==> config.mk <==
export PLATFORM = sky130hd
export DESIGN_NAME = func_decode_q
export DESIGN_NICKNAME = d
export VERILOG_FILES = /design/src/rtl/dec_pkg.sv /design/src/rtl/func_decode_comb.sv /design/src/rtl/func_decode_q.sv
export SDC_FILE = /design/constraint.sdc
export NUM_CORES = 1
export LEC_CHECK = 0
export CAP_MARGIN = 20
export CELL_PAD_IN_SITES_DETAIL_PLACEMENT = 1
export CELL_PAD_IN_SITES_GLOBAL_PLACEMENT = 1
export CORE_MARGIN = 5
export CORE_UTILIZATION = 40
export CTS_CLUSTER_DIAMETER = 80
export DETAILED_ROUTE_END_ITERATION = 10
export GPL_ROUTABILITY_DRIVEN = 1
export MAX_ROUTING_LAYER = met4
export PLACE_DENSITY = 0.86
export REMOVE_ABC_BUFFERS = 1
export SLEW_MARGIN = 15
export SYNTH_ARGS = -nofsm -noshare
export SYNTH_HDL_FRONTEND = slang
export SYNTH_HIERARCHICAL = 1
export SYNTH_SLANG_ARGS = --single-unit
==> constraint.sdc <==
create_clock -name CLK -period 7.3 [get_ports CLK]
set_input_delay 0.73 -clock CLK [delete_from_list [all_inputs] [get_ports CLK]]
set_output_delay 0.73 -clock CLK [all_outputs]
set_load 0.005 [all_outputs]
==> src/rtl/dec_pkg.sv <==
// Shared decode definitions for the RV32I function decoder and its micro-op queue.
// Optional feature macro: DEC_MEXT_EN (adds the M-extension ALU ops).
package dec_pkg;

   localparam logic [6:0] FUNCT7_BASE = 7'b0000000;
   localparam logic [6:0] FUNCT7_ALT  = 7'b0100000;
   localparam logic [6:0] FUNCT7_MEXT = 7'b0000001;

   localparam logic [2:0] FUNCT3_ADD  = 3'b000;
   localparam logic [2:0] FUNCT3_SLL  = 3'b001;
   localparam logic [2:0] FUNCT3_SLT  = 3'b010;
   localparam logic [2:0] FUNCT3_SLTU = 3'b011;
   localparam logic [2:0] FUNCT3_XOR  = 3'b100;
   localparam logic [2:0] FUNCT3_SR   = 3'b101;
   localparam logic [2:0] FUNCT3_OR   = 3'b110;
   localparam logic [2:0] FUNCT3_AND  = 3'b111;

   localparam logic [2:0] FUNCT3_BEQ  = 3'b000;
   localparam logic [2:0] FUNCT3_BNE  = 3'b001;
   localparam logic [2:0] FUNCT3_BLT  = 3'b100;
   localparam logic [2:0] FUNCT3_BGE  = 3'b101;
   localparam logic [2:0] FUNCT3_BLTU = 3'b110;
   localparam logic [2:0] FUNCT3_BGEU = 3'b111;

   localparam logic [2:0] FUNCT3_LB   = 3'b000;
   localparam logic [2:0] FUNCT3_LH   = 3'b001;
   localparam logic [2:0] FUNCT3_LW   = 3'b010;
   localparam logic [2:0] FUNCT3_LBU  = 3'b100;
   localparam logic [2:0] FUNCT3_LHU  = 3'b101;

   localparam logic [2:0] FUNCT3_SB   = 3'b000;
   localparam logic [2:0] FUNCT3_SH   = 3'b001;
   localparam logic [2:0] FUNCT3_SW   = 3'b010;

   localparam int ALU_ADD  = 0;
   localparam int ALU_SUB  = 1;
   localparam int ALU_AND  = 2;
   localparam int ALU_OR   = 3;
   localparam int ALU_XOR  = 4;
   localparam int ALU_SLL  = 5;
   localparam int ALU_SRL  = 6;
   localparam int ALU_SRA  = 7;
   localparam int ALU_ASG  = 8;
   localparam int ALU_EQ   = 9;
   localparam int ALU_NE   = 10;
   localparam int ALU_LT   = 11;
   localparam int ALU_LTU  = 12;
   localparam int ALU_GT   = 13;
   localparam int ALU_GTU  = 14;
`ifdef DEC_MEXT_EN
   localparam int ALU_MUL  = 15;
   localparam int ALU_REMU = 22;
   localparam int ALU_W    = 23;
`else
   localparam int ALU_W    = 15;
`endif

   // ls = {enable, store, size}; size 11 word / 10 half / 01 byte
   localparam logic [3:0] LS_NONE = 4'b0000;
   localparam logic [3:0] LS_LB   = 4'b1001;
   localparam logic [3:0] LS_LH   = 4'b1010;
   localparam logic [3:0] LS_LW   = 4'b1011;
   localparam logic [3:0] LS_SB   = 4'b1101;
   localparam logic [3:0] LS_SH   = 4'b1110;
   localparam logic [3:0] LS_SW   = 4'b1111;

   typedef struct packed {
      logic [ALU_W-1:0] alu_op;
      logic             rs2_sel;
      logic [3:0]       ls;
      logic             auipc;
      logic             jal;
      logic             jalr;
      logic             branch;
      logic             lsign;
      logic             illegal;
   } uop_t;

   function automatic logic [ALU_W-1:0] alu_bit(input int idx);
      return {{(ALU_W-1){1'b0}}, 1'b1} << idx;
   endfunction

endpackage

==> src/rtl/func_decode_comb.sv <==
// Purely combinational decode of funct fields and opcode class into a micro-op.
// Optional feature macro: DEC_MEXT_EN (OP with funct7 0000001 decodes to MUL..REMU).
module func_decode_comb
   import dec_pkg::*;
(
   input  logic [2:0] funct3,
   input  logic [6:0] funct7,
   input  logic       is_op,
   input  logic       is_op_imm,
   input  logic       is_lui,
   input  logic       is_auipc,
   input  logic       is_jal,
   input  logic       is_jalr,
   input  logic       is_branch,
   input  logic       is_load,
   input  logic       is_store,
   input  logic       is_misc_mem,
   input  logic       is_system,
   output uop_t       uop
);

   // Register/immediate arithmetic mapping shared by OP and OP_IMM; alt picks SUB/SRA.
   function automatic logic [ALU_W-1:0] arith_op(input logic [2:0] f3, input logic alt);
      logic [ALU_W-1:0] op;
      op = '0;
      case (f3)
         FUNCT3_ADD:  op = alu_bit(alt ? ALU_SUB : ALU_ADD);
         FUNCT3_SLL:  op = alu_bit(ALU_SLL);
         FUNCT3_SLT:  op = alu_bit(ALU_LT);
         FUNCT3_SLTU: op = alu_bit(ALU_LTU);
         FUNCT3_XOR:  op = alu_bit(ALU_XOR);
         FUNCT3_SR:   op = alu_bit(alt ? ALU_SRA : ALU_SRL);
         FUNCT3_OR:   op = alu_bit(ALU_OR);
         default:     op = alu_bit(ALU_AND);
      endcase
      return op;
   endfunction

   logic bad;

   // Class-driven decode; illegal encodings keep their class flags but lose alu_op and ls.
   always_comb begin
      uop         = '0;
      uop.rs2_sel = 1'b1;
      bad         = 1'b0;
      if (is_op) begin
         uop.rs2_sel = 1'b0;
         if (funct7 == FUNCT7_BASE)
            uop.alu_op = arith_op(funct3, 1'b0);
         else if (funct7 == FUNCT7_ALT && (funct3 == FUNCT3_ADD || funct3 == FUNCT3_SR))
            uop.alu_op = arith_op(funct3, 1'b1);
`ifdef DEC_MEXT_EN
         else if (funct7 == FUNCT7_MEXT)
            uop.alu_op = alu_bit(ALU_MUL + int'(funct3));
`endif
         else
            bad = 1'b1;
      end else if (is_op_imm) begin
         if (funct3 == FUNCT3_SLL && funct7 != FUNCT7_BASE)
            bad = 1'b1;
         else if (funct3 == FUNCT3_SR && funct7 != FUNCT7_BASE && funct7 != FUNCT7_ALT)
            bad = 1'b1;
         uop.alu_op = arith_op(funct3, funct3 == FUNCT3_SR && funct7[5]);
      end else if (is_lui) begin
         uop.alu_op = alu_bit(ALU_ASG);
      end else if (is_auipc) begin
         uop.alu_op = alu_bit(ALU_ADD);
         uop.auipc  = 1'b1;
      end else if (is_jal) begin
         uop.alu_op = alu_bit(ALU_ADD);
         uop.jal    = 1'b1;
      end else if (is_jalr) begin
         uop.alu_op = alu_bit(ALU_ADD);
         uop.jalr   = 1'b1;
         bad        = (funct3 != 3'b000);
      end else if (is_branch) begin
         uop.rs2_sel = 1'b0;
         uop.branch  = 1'b1;
         case (funct3)
            FUNCT3_BEQ:  uop.alu_op = alu_bit(ALU_EQ);
            FUNCT3_BNE:  uop.alu_op = alu_bit(ALU_NE);
            FUNCT3_BLT:  uop.alu_op = alu_bit(ALU_LT);
            FUNCT3_BGE:  uop.alu_op = alu_bit(ALU_GT);
            FUNCT3_BLTU: uop.alu_op = alu_bit(ALU_LTU);
            FUNCT3_BGEU: uop.alu_op = alu_bit(ALU_GTU);
            default:     bad = 1'b1;
         endcase
      end else if (is_load) begin
         uop.alu_op = alu_bit(ALU_ADD);
         case (funct3)
            FUNCT3_LB:  begin uop.ls = LS_LB; uop.lsign = 1'b1; end
            FUNCT3_LH:  begin uop.ls = LS_LH; uop.lsign = 1'b1; end
            FUNCT3_LW:  uop.ls = LS_LW;
            FUNCT3_LBU: uop.ls = LS_LB;
            FUNCT3_LHU: uop.ls = LS_LH;
            default:    bad = 1'b1;
         endcase
      end else if (is_store) begin
         uop.alu_op = alu_bit(ALU_ADD);
         case (funct3)
            FUNCT3_SB: uop.ls = LS_SB;
            FUNCT3_SH: uop.ls = LS_SH;
            FUNCT3_SW: uop.ls = LS_SW;
            default:   bad = 1'b1;
         endcase
      end else if (is_misc_mem || is_system) begin
         uop.alu_op = '0;
      end else begin
         bad = 1'b1;
      end

      if (bad) begin
         uop.alu_op  = '0;
         uop.ls      = LS_NONE;
         uop.lsign   = 1'b0;
         uop.illegal = 1'b1;
      end
   end

endmodule

==> src/rtl/func_decode_q.sv <==
// Execute-stage function decoder feeding a DEPTH-entry micro-op queue with
// valid/ready on both sides. Optional feature macro: DEC_MEXT_EN.
module func_decode_q
   import dec_pkg::*;
#(
   parameter int DEPTH = 2,
   parameter int PC_W  = 32
) (
   input  logic                       CLK,
   input  logic                       RSTN,
   input  logic                       flush,
   input  logic                       inst_vld,
   output logic                       inst_rdy,
   input  logic [2:0]                 funct3_p,
   input  logic [6:0]                 funct7_p,
   input  logic                       is_OP,
   input  logic                       is_OP_IMM,
   input  logic                       is_LUI,
   input  logic                       is_AUIPC,
   input  logic                       is_JAL,
   input  logic                       is_JALR,
   input  logic                       is_BRANCH,
   input  logic                       is_LOAD,
   input  logic                       is_STORE,
   input  logic                       is_MISC_MEM,
   input  logic                       is_SYSTEM,
   input  logic [PC_W-1:0]            inst_pc,
   input  logic                       inst_taken,
   output logic                       uop_vld,
   input  logic                       uop_rdy,
   output logic [ALU_W-1:0]           uop_alu_op,
   output logic                       uop_rs2_sel,
   output logic [3:0]                 uop_ls,
   output logic                       uop_auipc,
   output logic                       uop_jal,
   output logic                       uop_jalr,
   output logic                       uop_branch,
   output logic                       uop_lsign,
   output logic                       uop_illegal,
   output logic [PC_W-1:0]            uop_pc,
   output logic                       uop_taken,
   output logic [$clog2(DEPTH+1)-1:0] q_count
);

   localparam int CNT_W = $clog2(DEPTH + 1);
   localparam int PTR_W = (DEPTH > 1) ? $clog2(DEPTH) : 1;

   uop_t             dec_uop;
   uop_t             q_uop   [DEPTH];
   logic [PC_W-1:0]  q_pc    [DEPTH];
   logic             q_taken [DEPTH];
   logic [PTR_W-1:0] head;
   logic [PTR_W-1:0] tail;
   logic [CNT_W-1:0] count;
   logic             push;
   logic             pop;
   uop_t             head_uop;

   func_decode_comb u_dec (
      .funct3      (funct3_p),
      .funct7      (funct7_p),
      .is_op       (is_OP),
      .is_op_imm   (is_OP_IMM),
      .is_lui      (is_LUI),
      .is_auipc    (is_AUIPC),
      .is_jal      (is_JAL),
      .is_jalr     (is_JALR),
      .is_branch   (is_BRANCH),
      .is_load     (is_LOAD),
      .is_store    (is_STORE),
      .is_misc_mem (is_MISC_MEM),
      .is_system   (is_SYSTEM),
      .uop         (dec_uop)
   );

   function automatic logic [PTR_W-1:0] next_ptr(input logic [PTR_W-1:0] p);
      return (p == PTR_W'(DEPTH - 1)) ? '0 : p + 1'b1;
   endfunction

   // Ready comes from the registered count only, so a pop never opens a full queue in the same cycle.
   assign inst_rdy = (count < CNT_W'(DEPTH));
   assign uop_vld  = (count != '0);
   assign push     = inst_vld & inst_rdy & ~flush;
   assign pop      = uop_vld & uop_rdy & ~flush;
   assign q_count  = count;

   // Pointer and occupancy tracking; flush overrides any push or pop.
   always_ff @(posedge CLK or negedge RSTN) begin
      if (!RSTN) begin
         head  <= '0;
         tail  <= '0;
         count <= '0;
      end else if (flush) begin
         head  <= '0;
         tail  <= '0;
         count <= '0;
      end else begin
         if (push) tail <= next_ptr(tail);
         if (pop)  head <= next_ptr(head);
         if (push && !pop)
            count <= count + 1'b1;
         else if (pop && !push)
            count <= count - 1'b1;
      end
   end

   // Entry storage; stale contents are never visible because outputs are masked by count.
   always_ff @(posedge CLK) begin
      if (push) begin
         q_uop[tail]   <= dec_uop;
         q_pc[tail]    <= inst_pc;
         q_taken[tail] <= inst_taken;
      end
   end

   // Head presentation, forced to zero whenever the queue is empty.
   always_comb begin
      head_uop    = uop_vld ? q_uop[head] : '0;
      uop_alu_op  = head_uop.alu_op;
      uop_rs2_sel = head_uop.rs2_sel;
      uop_ls      = head_uop.ls;
      uop_auipc   = head_uop.auipc;
      uop_jal     = head_uop.jal;
      uop_jalr    = head_uop.jalr;
      uop_branch  = head_uop.branch;
      uop_lsign   = head_uop.lsign;
      uop_illegal = head_uop.illegal;
      uop_pc      = uop_vld ? q_pc[head] : '0;
      uop_taken   = uop_vld ? q_taken[head] : 1'b0;
   end

endmodule
==> flow_results.org <==
** Timing
- After layout, the minimum clock period comes to 3.29 ns.
- Total count of hold-check failures in the final report :: 0
- Fin Setup TNS :: 0 ns
- In this run the tightest slew margin relative to its limit is 0.291.
- Worst Clk Skew :: between 0.005 and 0.006 ns
- RSZ-0062 raised after global routing :: false
- Actual slew at the worst max-slew pin :: approximately 1.1 ns
- Based on the critical path, the design can be clocked at up to roughly 300 MHz.
- Period utilisation layout :: 0.451
- On the final layout, the worst hold slack is between 0.5 and 0.6 ns.
- The final-report max-slew violation count came to 0.
- Setup violations remaining at the end of the flow were counted as 0.

** Power
- For this design the ratio of total power to cell area is between 200 and 300 nW/µm².
- Total power :: 0.00185 W
- The worst-case IR drop observed on VDD is 0.167 mV.
- Static Leak :: 2.42 nW

** Critical path
- The setup check on the worst reg-to-reg path leaves a slack of 5.52 ns.
- Critical path arrival :: roughly 2.6 ns
- Data on the critical path is required at its endpoint by 6.57 ns.
- Total number of cells along the worst setup path :: 3
- Crit path launch :: head
- Register-to-Register Path Depth :: 3
- Of all nets on the critical path, the largest fanout is 60.
- Setup CP Type :: register to primary output
- Startpoint type of the worst setup path :: register
- The worst setup path is captured at a primary output.
- Buf+Inv Stages, Crit Path :: 1
- Highest cell delay on the worst timing path :: 1.12 ns
- Ordered list of cells on the worst path :: mux2i_1 > nor2_1 > clkdlybuf4s50_1
- Slowest cell on the critical path :: sky130_fd_sc_hd__dfrtp_4
- The kind of cell with the highest combined delay along the critical path is flip-flops.
- Worst reg2reg startpoint :: q_count[1]

** Drt
- Remaining routing DRC violations :: 0
- Count of nets left with antenna violations after detail routing :: 0
- Detailed-route vias per instance :: 5.20
- The final layout contains routed wiring with a total length of 13.6 mm.
- After detailed routing, the average wire length per cell comes to approximately 20 µm.
- Vias after detailed routing :: between 3,000 and 4,000
- Length of the first detailed-routing pass in iterations :: 4
- For this block, the initial DRC count from the detailed router was about 290.

** Synth
- Among all flip-flop cells after synthesis, the most frequent one is sky130_fd_sc_hd__edfxtp_1.
- Fraction of synthesis flops using an asynchronous set or reset pin :: 0.0328
- By count the netlist is led by sky130_fd_sc_hd__edfxtp_1, sky130_fd_sc_hd__nor2_1, sky130_fd_sc_hd__mux2i_1, sky130_fd_sc_hd__nand2_1, sky130_fd_sc_hd__inv_1.
- sky130_fd_sc_hd__edfxtp_1 takes more of the synthesized area than any other cell.
- Averaged over all synthesized cells, the footprint is about 14 µm².
- Number of enable flip-flop cells after synthesis :: between 100 and 150
- Post-Synthesis Cell Area :: 5250 µm²
- Share of synthesized area spent on multiplexers :: 0.114
- Arithmetic-cell share of the synthesized area counting full adders, half adders and majority gates :: 0
- Of the total synthesized cell area, the portion taken by XOR and XNOR cells is 0.00333.
- Of the synthesized area, sequential elements account for 0.693.
- Of the total synthesized cell area, the portion taken by AND, OR, NAND and NOR gates is 0.113.
- The synthesized design contains between 100 and 150 register bits.
- Most common cell in the synthesized netlist :: sky130_fd_sc_hd__edfxtp_1
- Compound-cell area share of the yosys netlist :: 0.0414
- Cells taking the most area after synthesis :: sky130_fd_sc_hd__edfxtp_1, sky130_fd_sc_hd__mux2i_1, sky130_fd_sc_hd__nor2_1
- Synthesis warning total :: 6
- Top-area cell type share of the netlist area :: 0.674
- After synthesis, the largest family of logic cells by area is multiplexers.
- Distinct cell type count of the synthesized netlist :: between 40 and 50
- Counting every instance in the synthesized netlist gives about 370.

** Floorplanning
- Area enclosed by the die boundary :: between 15,000 and 20,000 µm²
- The die is 125 µm wide.
- For this configuration, the core starts out at a cell density of 0.411.
- Number of I/O pins :: 122
- Overall die height :: about 120 µm
- After floorplanning, the core was sized to cover about 13,000 µm².
- Standard-cell rows :: between 40 and 50

** Layout
- At the end of the flow, the number of nets in the layout was about 550.
- 0 antenna diodes ended up in the layout.
- For this run, the share of the core covered by cells in the final layout is 0.560.
- In the final layout, flip-flops and latches occupy roughly 3600 µm².
- Compared with the post-synthesis result, the final layout area differs by 36.2%.
- The layout has between 1,000 and 1,500 filler cells.
- In the final layout, the share of cells above drive strength 1 is 0.0850.
- The multi-input combinational cells in the finished layout cover a total of between 1000 and 1500 µm².

** Clocking
- Number of buffers created by CTS :: 17
- In this run the post-CTS setup repair buffer count came out at 0.
- Clock transition time at the flip-flop clock pins of the worst setup and hold paths :: roughly 0.05 ns
- After clock tree synthesis, the flow added hold-fix buffers numbering 0.
- The number of gates resized after CTS was 0.
- Counting along the longest clock path gives a buffer depth of 2.
- Maximum level of the CTS H-tree :: 4
- Clock sink total :: 122
- Clock tree synthesis selected as its root buffer the cell sky130_fd_sc_hd__clkbuf_16.
- TritonCTS built the clock tree.
- Clock insertion delay at the later pin of the skew report :: 0.41 ns

** Global routing
- Grt total ovfl :: 0
- The initial antenna violation count is 0.
- Global-route wire length before repair :: between 20 and 25 mm
- Global routing usage summed across all routing layers :: 0.179
- Maximum number of pins on one net before global-route repair :: between 60 and 70
- Vias in the first global route :: between 3,000 and 4,000

** Worst hold path
- Worst hold path type :: primary input to async pin

** Outcome
- Outcome :: complete, no violations

** Placed design
- Detailed placement finished with a half-perimeter wire length of a little over 9 mm.
- GPL Wtd Cong :: about 0.86
- Number of I/O port buffers :: 121

** Job
- Max-capacitance violation count :: 0
==> sequential cells by signal (all words and copies together) (netlist names) <==
signal and flops:
head 1, q_count 2, q_pc 64, q_taken 2, q_uop 52, tail 1
==> kinds of logic after synthesis <==
family                    count (synthesis)
AOI/OAI and AO/OA                        29
xor gates and xnor gates                  2
buffers and inverters                    28
DFF                                     122
muxes                                    60
and+or+nand+nor                         126
==> area by class of cell <==
cell class              count  share of cell area
multi-input cells         217               0.202
clock inverters            12              0.0182
repair buffers            126               0.174
flip-flops and latches    122               0.510
clock buffers              20              0.0610
inverters                   9             0.00472
well taps                 172              0.0301
==> worst register-to-register path, cell delays in order (launching register included) <==
cell	delay [ns]
sky130_fd_sc_hd__dfrtp_1	0.48
sky130_fd_sc_hd__nand2b_4	0.23
sky130_fd_sc_hd__nor3b_2	0.22
sky130_fd_sc_hd__buf_4	0.47
==> final timing paths <==
path	end
setup / recovery	uop_alu_op[10]
hold / removal	q_count[0]
setup reg to reg	q_pc[1][19]
hold reg to reg	tail
max in group asynchronous	head
min in group CLK	tail
==> per-layer routing <==
metal	wire [µm]	vias to the layer above	global-route usage
met1	5680	1764	0.216
li1	-	1624	-
met5	0	-	-
met4	148	0	0.0587
met3	754	12	0.0433
met2	6980	123	0.297
==> placed cells by master, fill, tap and decap left out, types with 2 or more instances in the layout <==
| cell type | n |
|---|---|
| sky130_fd_sc_hd__a21o_1 | 2 |
| sky130_fd_sc_hd__a21oi_1 | 5 |
| sky130_fd_sc_hd__a311oi_1 | 2 |
| sky130_fd_sc_hd__a31o_2 | 2 |
| sky130_fd_sc_hd__a31oi_1 | 7 |
| sky130_fd_sc_hd__and2_1 | 2 |
| sky130_fd_sc_hd__buf_4 | 5 |
| sky130_fd_sc_hd__bufinv_16 | 3 |
| sky130_fd_sc_hd__clkbuf_1 | 3 |
| sky130_fd_sc_hd__clkbuf_16 | 17 |
| sky130_fd_sc_hd__clkdlybuf4s50_1 | 121 |
| sky130_fd_sc_hd__clkinv_1 | 4 |
| sky130_fd_sc_hd__clkinv_2 | 5 |
| sky130_fd_sc_hd__dfrtp_1 | 3 |
| sky130_fd_sc_hd__edfxtp_1 | 118 |
| sky130_fd_sc_hd__inv_1 | 9 |
| sky130_fd_sc_hd__mux2i_1 | 60 |
| sky130_fd_sc_hd__nand2_1 | 11 |
| sky130_fd_sc_hd__nand2b_1 | 3 |
| sky130_fd_sc_hd__nand3_1 | 6 |
| sky130_fd_sc_hd__nor2_1 | 70 |
| sky130_fd_sc_hd__nor2b_1 | 4 |
| sky130_fd_sc_hd__nor3_1 | 7 |
| sky130_fd_sc_hd__nor3_2 | 2 |
| sky130_fd_sc_hd__nor4_1 | 7 |
| sky130_fd_sc_hd__o21ai_0 | 3 |
| sky130_fd_sc_hd__o31ai_1 | 2 |
| sky130_fd_sc_hd__or2_2 | 2 |
| sky130_fd_sc_hd__or2b_1 | 2 |
| sky130_fd_sc_hd__xor2_1 | 2 |
==> metrics by stage <==
step | setup WS, ns | cell area (µm²) | instances
after floorplan | 1.61 | 5100 | 348
after detailed placement | 4.40 | 6590 | 646
after global routing | 3.83 | 7160 | 678
after global placement | 4.46 | 6590 | 646
final | 4.01 | 7160 | 678
after CTS | 3.97 | 7160 | 678
==> where the power goes <==
part	internal (W)	switching [W]
clock network	0.000528	0.000285
registers	0.000798	0.0000252
logic	0.000117	0.0000947
No activity file was read; power rests on OpenSTA's default activity.
